File: src/rtl/spi_result_tx_if.sv
// Result handshake between the SHA-256 control FSM and the SPI result transmitter.
// Latency: none, this only bundles wires.
// Backpressure: the producer holds valid/nonce/found until it sees result_ready.
//   master : SHA-256 FSM side (drives result_valid/result_nonce/result_found)
//   slave  : spi_result_tx side (drives result_ready)
interface spi_result_tx_if #(
    parameter int NONCE_W = 32
) ();
    logic               result_valid;
    logic [NONCE_W-1:0] result_nonce;
    logic               result_found;
    logic               result_ready;

    modport master (
        output result_valid,
        output result_nonce,
        output result_found,
        input  result_ready
    );

    modport slave (
        input  result_valid,
        input  result_nonce,
        input  result_found,
        output result_ready
    );
endinterface

File: src/rtl/spi_result_tx.sv
// SPI-slave (mode 0) transmitter returning {header, nonce} results MSB first on miso.
// Latency: pin edge to action SYNC_STAGES+1 clk (synchroniser + registered edge pulse).
// Backpressure: result_ready is low from load until a full frame has been read out.
// Ports:
//   clk, rst          system clock, synchronous active-high reset
//   res (slave)       result_valid/result_nonce/result_found in, result_ready out
//   result_pending    frame loaded and not yet completely read (request line to the Pi)
//   spi_clk, chip_enable  raw SPI pins, oversampled in clk (chip_enable active-low)
//   miso, tx_busy, tx_done  serial data, shifting flag, one-cycle frame-complete pulse
module spi_result_tx #(
    parameter int NONCE_W     = 32,
    parameter int SYNC_STAGES = 2    // must be at least 2
) (
    input  logic             clk,
    input  logic             rst,
    spi_result_tx_if.slave   res,
    output logic             result_pending,
    input  logic             spi_clk,
    input  logic             chip_enable,
    output logic             miso,
    output logic             tx_busy,
    output logic             tx_done
);
    localparam int F     = 8 + NONCE_W;
    localparam int CNT_W = $clog2(F + 1);

    typedef enum logic [1:0] {IDLE, LOADED, SHIFT, DRAIN} state_t;

    state_t                 state_q, state_d;
    logic [SYNC_STAGES-1:0] sclk_sync_q;
    logic [SYNC_STAGES-1:0] ce_sync_q;
    logic [SYNC_STAGES-1:0] fill_q;
    logic                   sclk_rise_q, sclk_fall_q;
    logic                   ce_rise_q, ce_fall_q;
    logic                   armed_q;
    logic [F-1:0]           shift_q, shift_d;
    logic [F-1:0]           held_q, held_d;
    logic [CNT_W-1:0]       cnt_q, cnt_d;
    logic                   ready_q, ready_d;
    logic                   pending_q, pending_d;
    logic                   done_q, done_d;
    logic                   load;

    // Synchronisers (newest sample at bit 0) and registered edge pulses taken
    // from the last two stages. fill_q marks when the chains hold real pin
    // samples rather than reset values, so a CE that is already low when
    // reset releases can never arm a frame start.
    always_ff @(posedge clk) begin
        if (rst) begin
            sclk_sync_q <= '0;
            ce_sync_q   <= '1;
            fill_q      <= '0;
            sclk_rise_q <= 1'b0;
            sclk_fall_q <= 1'b0;
            ce_rise_q   <= 1'b0;
            ce_fall_q   <= 1'b0;
            armed_q     <= 1'b0;
        end else begin
            sclk_sync_q <= {sclk_sync_q[SYNC_STAGES-2:0], spi_clk};
            ce_sync_q   <= {ce_sync_q[SYNC_STAGES-2:0], chip_enable};
            fill_q      <= {fill_q[SYNC_STAGES-2:0], 1'b1};
            sclk_rise_q <=  sclk_sync_q[SYNC_STAGES-2] & ~sclk_sync_q[SYNC_STAGES-1];
            sclk_fall_q <= ~sclk_sync_q[SYNC_STAGES-2] &  sclk_sync_q[SYNC_STAGES-1];
            ce_rise_q   <=  ce_sync_q[SYNC_STAGES-2] & ~ce_sync_q[SYNC_STAGES-1];
            ce_fall_q   <= ~ce_sync_q[SYNC_STAGES-2] &  ce_sync_q[SYNC_STAGES-1];
            armed_q     <= armed_q | (fill_q[SYNC_STAGES-1] & ce_sync_q[SYNC_STAGES-1]);
        end
    end

    always_ff @(posedge clk) begin
        if (rst) begin
            state_q   <= IDLE;
            shift_q   <= '0;
            held_q    <= '0;
            cnt_q     <= '0;
            ready_q   <= 1'b0;
            pending_q <= 1'b0;
            done_q    <= 1'b0;
        end else begin
            state_q   <= state_d;
            shift_q   <= shift_d;
            held_q    <= held_d;
            cnt_q     <= cnt_d;
            ready_q   <= ready_d;
            pending_q <= pending_d;
            done_q    <= done_d;
        end
    end

    // ready_q is only ever set from an IDLE cycle without a load, so a
    // handshake always lands in IDLE.
    assign load = res.result_valid & ready_q;

    always_comb begin
        state_d = state_q;
        shift_d = shift_q;
        held_d  = held_q;
        cnt_d   = cnt_q;
        done_d  = 1'b0;
        case (state_q)
            IDLE: begin
                // A CE fall arriving together with a load is simply dropped.
                if (load) begin
                    shift_d = {7'b1010010, res.result_found, res.result_nonce};
                    held_d  = {7'b1010010, res.result_found, res.result_nonce};
                    cnt_d   = '0;
                    state_d = LOADED;
                end
            end
            LOADED: begin
                if (ce_fall_q && armed_q) begin
                    state_d = SHIFT;
                end
            end
            SHIFT: begin
                if (ce_rise_q) begin
                    // Aborted read: restore the frame so the Pi can retry.
                    shift_d = held_q;
                    cnt_d   = '0;
                    state_d = LOADED;
                end else begin
                    if (sclk_rise_q) begin
                        cnt_d = cnt_q + CNT_W'(1);
                        if (cnt_q == CNT_W'(F - 1)) begin
                            state_d = DRAIN;
                        end
                    end
                    if (sclk_fall_q) begin
                        shift_d = {shift_q[F-2:0], 1'b0};
                    end
                end
            end
            DRAIN: begin
                if (ce_rise_q) begin
                    done_d  = 1'b1;
                    state_d = IDLE;
                end
            end
            default: state_d = IDLE;
        endcase
    end

    // Registered from the current state so ready returns the cycle after tx_done.
    assign ready_d   = (state_q == IDLE) & ~load;
    assign pending_d = (state_d != IDLE);

    assign res.result_ready = ready_q;
    assign result_pending   = pending_q;
    assign tx_done          = done_q;
    assign tx_busy          = (state_q == SHIFT);
    assign miso             = (state_q == SHIFT) & shift_q[F-1];
endmodule
File: src/flat_wrapper.sv
// flat-port wrapper written by rule: the top's interface ports become plain ports
module spi_result_tx_flat 
#(
    parameter int NONCE_W     = 32,
    parameter int SYNC_STAGES = 2                         
)
  (clk, rst, result_pending, spi_clk, chip_enable, miso, tx_busy, tx_done, res_result_valid, res_result_nonce, res_result_found, res_result_ready);
  spi_result_tx_if #(.NONCE_W(NONCE_W)) res_i ();
  input  logic clk;
  input  logic rst;
  output logic result_pending;
  input  logic spi_clk;
  input  logic chip_enable;
  output logic miso;
  output logic tx_busy;
  output logic tx_done;
  input wire logic [$bits(res_i.result_valid)-1:0] res_result_valid;
  input wire logic [$bits(res_i.result_nonce)-1:0] res_result_nonce;
  input wire logic [$bits(res_i.result_found)-1:0] res_result_found;
  output wire logic [$bits(res_i.result_ready)-1:0] res_result_ready;
  assign res_i.result_valid = res_result_valid;
  assign res_i.result_nonce = res_result_nonce;
  assign res_i.result_found = res_result_found;
  assign res_result_ready = res_i.result_ready;
  spi_result_tx #(.NONCE_W(NONCE_W), .SYNC_STAGES(SYNC_STAGES)) u_core (.clk(clk), .rst(rst), .res(res_i), .result_pending(result_pending), .spi_clk(spi_clk), .chip_enable(chip_enable), .miso(miso), .tx_busy(tx_busy), .tx_done(tx_done));
endmodule
File: config.mk
export PLATFORM = sky130hd
export DESIGN_NAME = spi_result_tx_flat
export DESIGN_NICKNAME = d
export VERILOG_FILES = /design/src/rtl/spi_result_tx_if.sv /design/src/rtl/spi_result_tx.sv /design/src/flat_wrapper.sv
export SDC_FILE = /design/constraint.sdc
export NUM_CORES = 1
export LEC_CHECK = 0
export ABC_AREA = 0
export ABC_CLOCK_PERIOD_IN_PS = 1610
export CAP_MARGIN = 20
export CORE_MARGIN = 4
export CORE_UTILIZATION = 40
export DETAILED_ROUTE_END_ITERATION = 8
export PLACE_DENSITY_LB_ADDON = 0.05
export SLEW_MARGIN = 20
export SYNTH_ARGS = -nofsm -noshare
export SYNTH_HDL_FRONTEND = slang
export SYNTH_SLANG_ARGS = --single-unit
File: constraint.sdc
create_clock -name clk -period 1.61 [get_ports clk]
set_clock_uncertainty 0.05 [all_clocks]
set_input_delay 0.161 -clock clk [delete_from_list [all_inputs] [get_ports clk]]
set_output_delay 0.161 -clock clk [all_outputs]
set_load 0.1 [all_outputs]
Yosys cells after proc, flatten, opt, wreduce, memory -nomap -nowiden:

Cells that the tools add are included.

* register bits after elaboration: 96
* input port bits: 38
* output and inout bits: 5
* logic and storage cells: 64

* add/subtract/negate cells: 1
* eq/ne operators: 7
* muxes and demuxes: 17
* bitwise logic cells: 15
* reductions and logical operators: 8

Operators with widths (number)
* 40-bit 2-to-1 mux: 3
* 40-bit one-hot mux with 2 select lines: 1
* 6-bit 2-to-1 mux: 3
* 2-bit 2-to-1 mux: 6
* 6-bit one-hot mux with 2 select lines: 1
* 1-bit bitwise AND: 8
* 2-bit one-hot mux with 4 select lines: 1
* 6-bit by 1-bit adder with 6-bit output, second input constant: 1
* 6-bit == test, second input constant: 1
* 3-bit by 1-bit != test with 1-bit output, second input constant: 2
* 1-bit NOT: 6
* 3-bit AND reduction: 2
* 2-bit == test, second input constant: 2
* 2-bit nonzero test: 2
* 2-bit by 1-bit == test with 1-bit output, second input constant: 1
* 2-bit zero test: 1
* 1-bit 2-to-1 mux: 2
* 2-bit by 1-bit != test with 1-bit output, second input constant: 1
* 2-bit AND reduction: 1
* 2-bit OR reduction: 1
* 1-bit logical AND: 1
* 1-bit bitwise OR: 1

Depth between registers and ports, before layout:

Gate-level depths: netlist of the first run.

* depth in word-level cells: 6
* mapped depth: 7
* mapped depth without buffers: 5

Worst setup path before layout of the first run:

Ideal clock, no wire load.

* path kind: register to output
* from: register u_core.state_q[1]
* to: output port miso
* data arrival time: 2844 ps
* required time: 1399 ps
* slack: -1445 ps
* stages on the path, launching flop included: 7
* buffers on the path: 3
* path through: dfxtp_1 > buf_6 > nand2b_1 > inv_1 > clkbuf_1 > clkbuf_1 > and2_1

* word-level cells in the longest chain between the ends: 2

Ends and longest elaborated chain
* start, declared: line spi_result_tx.sv:29 `state_t state_q, state_d;`
* start signal, assigned: line spi_result_tx.sv:80 `state_q <= state_d;`
* 2-bit == test
* net tx_busy: line flat_wrapper.sv:15 `output logic tx_busy;`
* 1-bit bitwise AND: line spi_result_tx.sv:151 `assign miso = (state_q == SHIFT) & shift_q[F-1];`
* end, declared: line flat_wrapper.sv:14 `output logic miso;`

The timed path passes the listed nets, and every way through them passes these cells.

Worst setup path in the final report of the first run:

* from: register u_core.state_q[1]
* to: register u_core.cnt_q[5]

* word-level cells in the longest chain between the ends: 3
* elaborated cells on any way between the ends: 7
* classes of those cells: eq/ne (3); mux (1); reduce/logical (3)

Ends and longest elaborated chain
* 2-bit == test or 2-bit zero test (tied branches): line spi_result_tx.sv:100 `case (state_q)`
* 3-bit by 1-bit != test with 1-bit output (no line), or another cell as far along
* 3-bit AND reduction (no line)
* end signal, assigned: line spi_result_tx.sv:83 `cnt_q <= cnt_d;`
* end, declared: line spi_result_tx.sv:38 `logic [CNT_W-1:0] cnt_q, cnt_d;`

Several ways; a longest one is shown, not always the timed one.
A chain may end at the register's enable or synchronous reset.

==> flow_summary_export.csv, run 1 <==
group,metric,value,unit
synthesis,ys_seq_elements,96,
clocking,number_of_buffers_created_by_cts,9,
timing,timing.fmax,639,MHz
global_routing,first_global_vias,3295,
pwr,sw_frac_of_total,26.7,%
synthesis,synthXorXnorAreaFrac,0.657,%
critical_path,timing.setup.critical_path_class,"reg2reg",
pwr,clock_power_share,30.6,%
drt,initialDrtViolationCount,142,
drt,totalWireLength,9640,um
cells_and_area,diodes,0,
floorplan,initial_core_utilization,41.1,%
synthesis,synthDistinctLibCells,36,
clocking,cts.reportedPaths.clkPinSlew,0.09,ns
synthesis,yosys-mux-area-fraction,8.52,%
cells_and_area,mostFrequentLayoutCells,"nand2_1 (143), dfxtp_1 (92), a21oi_1 (73)",
floorplan,core_area,9730,sq um
floorplan,design.die.area,11700,sq um
pwr,p_sw,1.24,mW
drt,wl_per_cell,14.3,um
cells_and_area,flow.area_growth_from_synthesis,27.7,%
critical_path,critPathBufInv,0,
drt,detail_route.first_pass.iterations,4,
synthesis,synth_top_family_by_area,"simple AND/OR/NAND/NOR gates",
drt,drc,0,
place,io_buffers,42,
synthesis,ys.warnings.count,0,
synthesis,synth_nets,525,
cells_and_area,layout_commonest_cell,"nand2_1",
drt,vias_per_cell,5.12,
drt,route.antenna.remaining_nets,0,
synthesis,synth.cell_area,4000,sq um
clocking,ctsHtreeMaxLevel,3,
outcome,outcome,"completed",
critical_path,critPathLaunchType,"flop",
timing,tightestPinTransition,0.357,ns
global_routing,global_route_wire_length_before_repair,15600,um
floorplan,die_extent_in_x,108,um
global_routing,globalRouteTotalUtil,16.6,%
place,gp_routability_congestion,0.741,
synthesis,synth_adder_area_share,0.313,%
synthesis,yosysTopAreaCell,"dfxtp_1",
critical_path,timing.critical_path.max_delay_family,"simple AND/OR/NAND/NOR gates",
synthesis,synth_compound_gate_area_share,17.4,%
floorplan,core.rowCount,36,
timing,setup_viol,0,
floorplan,die_height,108,um
flow_run,maxCapViolations,0,
hold_path,hold_class,"in2reg",
timing,drv_slew,0,
timing,slew_headroom,76.1,%
cells_and_area,post_route_cells_drive_above_1_share,14.0,%
critical_path,timing.critical_path.to_type,"flop",
timing,final.min_clock_period,1.57,ns
critical_path,slowest_cell_on_the_critical_path,"or4_4",
pwr,highest_ir_drop_seen_on_vdd,416,uV
pwr,power_frac_seq,55.1,%
timing,grt_setup_unrepaired,"yes",
cells_and_area,final_area,5100,sq um
timing,hold_slack,0.0884,ns
critical_path,data_arrival_time_of_the_worst_path,1.80,ns
synthesis,synth.top_cell.area_share,48.1,%
timing,report.final.hold_viol_count,0,
clocking,cts_max_path_buffers,2,
pwr,p_leak,1.67,nW
critical_path,cp.required,1.84,ns
cells_and_area,utilization_of_the_core_after_routing,52.5,%
pwr,share_comb_of_total_power,14.3,%
place,post_dp_cell_area,4750,sq um
global_routing,grt_max_degree,67,
timing,tns,0,ns
place,dpl.hpwl,5410,um
synthesis,synth_area_per_cell,8.22,sq um
critical_path,critical-path-max-stage-delay,0.42,ns
critical_path,critical_path.cell_chain,"nor3b_4, or3_4, or4_4, a211oi_2",
cells_and_area,nFillCells,970,
clocking,clock_sink_count,96,
global_routing,number_of_antenna_violations_at_the_first_check_in_global_routing,0,
timing,fin_crit_share,97.2,%
pwr,cell_internal_pwr,3.40,mW
floorplan,ioPinCount,43,
synthesis,synth_seq_area_share,48.1,%
clocking,clk_latency,0.35,ns
drt,detailroute.via_count,3451,
synthesis,synthCells,486,
synthesis,synth_simple_gate_area_share,20.8,%
clocking,cts_root_buf,"clkbuf_8",
clocking,tritoncts,"yes",
global_routing,global_route.overflow_total,0,
cells_and_area,num-nets-final,575,
critical_path,critical_path.max_fanout,5,
synthesis,post_synth_main_area_contributors,"dfxtp_1 (48%), nand2_1 (13%), a21oi_1 (9.1%)",
pwr,power-per-cell-area,909,nW/um^2
[sequential cells by signal, indices dropped and copies added, names as in the netlist]
name	cells
u_core.res.result_ready	1
u_core.sclk_fall_q	1
u_core.shift_q	40
u_core.result_pending	1
u_core.ce_sync_q	2
u_core.cnt_q	6
u_core.fill_q	2
u_core.state_q	2
u_core.sclk_rise_q	1
u_core.ce_fall_q	1
u_core.tx_done	1
u_core.held_q	34
u_core.armed_q	1
u_core.ce_rise_q	1
u_core.sclk_sync_q	2
[synthesized netlist by cell type]
master and number:
buf_6 1, a32oi_1 1, nor3b_4 1, ha_1 1, o211ai_1 32, xnor2_1 3
o31ai_1 1, or3_4 1, clkbuf_1 32, or2_2 2, a21oi_2 1, a31oi_1 1
nor4b_1 1, nand3_1 10, mux2i_1 34, nand2_1 143, nor2b_1 5, nor4bb_1 1
nand2b_1 1, a21oi_1 73, nor2_1 11, or3_1 1, a22oi_1 1, and3_1 2
o21ai_0 1, and2_1 1, inv_1 5, nor4_1 2, dfxtp_1 96, buf_2 4
or4_1 1, a311oi_1 1, a211oi_1 4, nor3b_1 3, a21o_1 1, nor3_1 7
[cells by family after synthesis]
logic type	after synthesis
AND/OR/NAND/NOR	193
XOR/XNOR	3
multiplexers	34
adder cells (fa/ha/maj)	1
flip-flops	96
buffers and inverters	42
AO/OA/AOI/OAI	117
[through the flow]
stage                     cells  setup WS (ns)  power (mW)
final                       674         0.0447        4.64
after global routing        674        -0.0145        4.86
after CTS                   664        0.00469        4.64
after detailed placement    646         -0.254        3.23
after global placement      646         -0.258        3.22
after floorplan             486         -0.144        2.96
[final cells by class]
type                    count  area, sq um  area share (%)
repair buffers             76          843            16.5
clock inverters             5         32.5           0.637
clock buffers              11          141            2.77
inverters                   5         18.8           0.368
multi-input cells         348         1970            38.5
well taps                 133          166            3.26
flip-flops and latches     96         1930            37.9
[power groups by stage]
stage	logic [mW]	clock network [mW]	registers [mW]
floorplan	0.330	0	2.63
CTS	0.617	1.46	2.56
global placement	0.610	0	2.61
global route	0.726	1.56	2.57
finish	0.662	1.42	2.56
detailed placement	0.614	0	2.61
[final timing paths]
check,depth (start not counted),startpoint,endpoint,slack [ns]
worst max-delay path,4,u_core.state_q[1],u_core.cnt_q[5],0.04
worst min-delay path,2,rst,u_core.fill_q[0],0.09
worst max register to register,4,u_core.state_q[1],u_core.cnt_q[5],0.04
worst min register to register,1,u_core.sclk_sync_q[0],u_core.sclk_fall_q,0.36
[layer usage]
layer  GRT usage [%]  vias to the layer above  wire (um)
li1                -                     1766          -
met1            22.1                     1629       4780
met2            27.5                       45       4440
met3            2.87                       11        320
met4            5.14                        0        105
met5               0                        -          0
[what timing repair did]
action,CTS,global route
resized for setup,6,13
setup buffers,2,7
pin swaps,0,6
cloned,0,3
endpoints found under the setup margin,2,4
hold buffers,0,0
Note: power is estimated with default switching activity, not from simulation.
==> run 2, diff against run 1 <==
--- a/config.mk
+++ b/config.mk
@@ -11,6 +11,7 @@
 export CORE_MARGIN = 4
 export CORE_UTILIZATION = 40
 export DETAILED_ROUTE_END_ITERATION = 8
+export GPL_ROUTABILITY_DRIVEN = 1
 export PLACE_DENSITY_LB_ADDON = 0.05
 export SLEW_MARGIN = 20
 export SYNTH_ARGS = -nofsm -noshare
==> results of run 2 <==
No change in the layout: final DEF, timing and power equal those of run 1.
==> run 3, diff against run 2 <==
--- a/config.mk
+++ b/config.mk
@@ -10,8 +10,11 @@
 export CAP_MARGIN = 20
 export CORE_MARGIN = 4
 export CORE_UTILIZATION = 40
+export CTS_CLUSTER_SIZE = 24
 export DETAILED_ROUTE_END_ITERATION = 8
+export DONT_BUFFER_PORTS = 1
 export GPL_ROUTABILITY_DRIVEN = 1
+export HOLD_SLACK_MARGIN = 0.12
 export PLACE_DENSITY_LB_ADDON = 0.05
 export SLEW_MARGIN = 20
 export SYNTH_ARGS = -nofsm -noshare
==> run 3 against run 2 <==
  * The flow now finishes with violations (hold timing)
  * Routed wire length increased by 1.9%
  * Clock-buffer cell count up 1
  * Worst setup slack got worse by 0.023 ns
  * Core utilization down 3.9 points
  * Final area fell by 7.5%
  * Power decreased by 1.4%
  * Critical endpoint unchanged
  * Non-clock buffer count is 37 lower
  * Register-to-register slack worse by 0.02 ns
  * Via count is 4.6% lower
  * Die area is the same
==> flow_summary_export.csv, run 3 (synthesis results as in run 1) <==
group,metric,value,unit
outcome,outcome,"complete, but fails checks",
outcome,failed_checks,"hold timing",
critical_path,timing.setup.critical_path_class,"reg2reg",
pwr,p_sw,1.18,mW
drt,initialDrtViolationCount,174,
clocking,clk_latency,0.36,ns
timing,fin_crit_share,98.7,%
critical_path,worst_setup_path_startpoint,"u_core.state_q[1]",
pwr,power,4.57,mW
critical_path,slowest_cell_on_the_critical_path,"or4_4",
timing,report.final.hold_viol_count,84,
floorplan,initial_core_utilization,41.1,%
drt,detail_route.first_pass.iterations,4,
critical_path,worst_r2r_startpoint,"u_core.state_q[1]",
critical_path,critical_path.max_fanout,6,
timing,grt_setup_unrepaired,"yes",
clocking,number_of_buffers_created_by_cts,9,
clocking,cts.reportedPaths.clkPinSlew,0.09,ns
timing,setup_viol,0,
clocking,tritoncts,"yes",
cells_and_area,post_route_cells_drive_above_1_share,12.5,%
timing,tns,0,ns
critical_path,cell_count_along_the_critical_path,4,
drt,drc,0,
critical_path,worst_r2r_dst,"u_core.cnt_q[5]",
place,dp_slack,0.0139,ns
hold_path,hold_class,"in2reg",
floorplan,die_extent_in_x,108,um
clocking,clock_sink_count,96,
floorplan,design.die.area,11700,sq um
cells_and_area,nFillCells,995,
flow_run,maxCapViolations,0,
cells_and_area,flow.area_growth_from_synthesis,18.1,%
place,dp.cells,604,
critical_path,crit_path_capture,"u_core.cnt_q[5]",
critical_path,data_arrival_time_of_the_worst_path,1.82,ns
cells_and_area,mostFrequentLayoutCells,"nand2_1 (143), dfxtp_1 (92), a21oi_1 (73)",
critical_path,timing.critical_path.max_delay_family,"simple AND/OR/NAND/NOR gates",
pwr,sw_frac_of_total,25.7,%
cells_and_area,diodes,0,
critical_path,ff2ff_path_depth,4,
timing,slew_headroom,77.2,%
timing,tightestPinTransition,0.337,ns
clocking,ctsHtreeMaxLevel,3,
cells_and_area,final-instance-count-excl-fill,637,
critical_path,critPathLaunchType,"flop",
cells_and_area,layout_commonest_cell,"nand2_1",
timing,final.setup.worst_slack,0.0215,ns
cells_and_area,largest_register_ff_count,40,
clocking,cts_max_path_buffers,2,
pwr,p_leak,1.52,nW
critical_path,critical-path-max-stage-delay,0.42,ns
critical_path,critPathBufInv,0,
place,gp_routability_congestion,0.728,
timing,final.min_clock_period,1.59,ns
global_routing,grt_max_degree,93,
pwr,share_comb_of_total_power,10.7,%
timing,hold_slack,-0.178,ns
critical_path,timing.critical_path.to_type,"flop",
floorplan,die_height,108,um
drt,route.antenna.remaining_nets,0,
pwr,highest_ir_drop_seen_on_vdd,455,uV
critical_path,reg2reg_slack,0.02,ns
cells_and_area,top_register,"u_core.shift_q",
place,dpl.hpwl,5340,um
timing,timing.fmax,630,MHz
global_routing,number_of_antenna_violations_at_the_first_check_in_global_routing,0,
floorplan,core_area,9730,sq um
pwr,power-per-cell-area,969,nW/um^2
floorplan,ioPinCount,43,
pwr,power_frac_seq,55.9,%
critical_path,cp.required,1.84,ns
global_routing,global_route_wire_length_before_repair,16300,um
global_routing,first_global_vias,3315,
cells_and_area,largestRegisters,"u_core.shift_q: 40 flops, u_core.held_q: 34 flops, u_core.cnt_q: 6 flops",
pwr,clock_power_share,33.4,%
global_routing,global_route.overflow_total,0,
global_routing,globalRouteTotalUtil,17.6,%
pwr,cell_internal_pwr,3.40,mW
critical_path,critical_path.cell_chain,"nor3b_4, or3_4, or4_4, a211oi_2",
cells_and_area,utilization_of_the_core_after_routing,48.5,%
floorplan,core.rowCount,36,
drt,detailroute.via_count,3293,
drt,totalWireLength,9820,um
drt,vias_per_cell,5.17,
place,io_buffers,0,
clocking,cts_root_buf,"clkbuf_8",
clocking,cts.hold.buffers_added,10,
cells_and_area,num-nets-final,538,
timing,drv_slew,0,
place,post_dp_cell_area,4290,sq um
cells_and_area,final_area,4720,sq um
drt,wl_per_cell,15.4,um
## run 3: cell types whose count changed in the layout (fill, tap and decap cells not counted), moves of 2 or more
cell             before  now
dlygate4sd3_1         0   10
clkinvlp_4            3    1
buf_4                21   19
clkdlybuf4s50_1      36    0
buf_8                 2    0
buf_12               11    6
buf_6                 4    2
## run 3: routing by layer
metal  global-route usage [%]  wire length (um)  vias up
met1                     22.4              4500     1546
met2                     29.1              4690       46
met3                     3.94               473       11
li1                         -                 -     1690
met4                     6.85               161        0
met5                        0                 0        -
## run 3: power groups by stage
stage          clock, mW  sequential [mW]  combinational (mW)
3_3_place_gp           0             2.61               0.444
5_1_grt             1.67             2.57               0.551
6_report            1.53             2.55               0.491
3_5_place_dp           0             2.61               0.449
4_1_cts             1.59             2.56               0.470
2_1_floorplan          0             2.63               0.330
## run 3: timing repair
action                     CTS  global route
pin swaps                    1             1
resized for setup            5            10
setup buffers                1             3
hold endpoints to repair    96            84
cloned                       1             2
setup endpoints to repair    2            32
## run 3: final cells by class
cell class              instances  area, sq um  area share (%)
flip-flops and latches         96         1930            41.0
repair buffers                 39          443            9.38
inverters                       5         23.8           0.504
multi-input cells             348         1960            41.5
well taps                     133          166            3.53
clock inverters                 4         26.3           0.557
clock buffers                  12          166            3.53
## run 3: worst min-delay path by stage
stage / start / endpoint / slack (ns) / depth (start not counted)
after floorplan: chip_enable / u_core.ce_sync_q[0] / 0.21 / 1
after detailed placement: rst / u_core.fill_q[1] / 0.19 / 1
after CTS: rst / u_core.state_q[0] / -0.21 / 1
after global placement: rst / u_core.held_q[32] / 0.19 / 1
after global routing: rst / u_core.state_q[0] / -0.19 / 1
final: rst / u_core.held_q[31] / -0.18 / 1
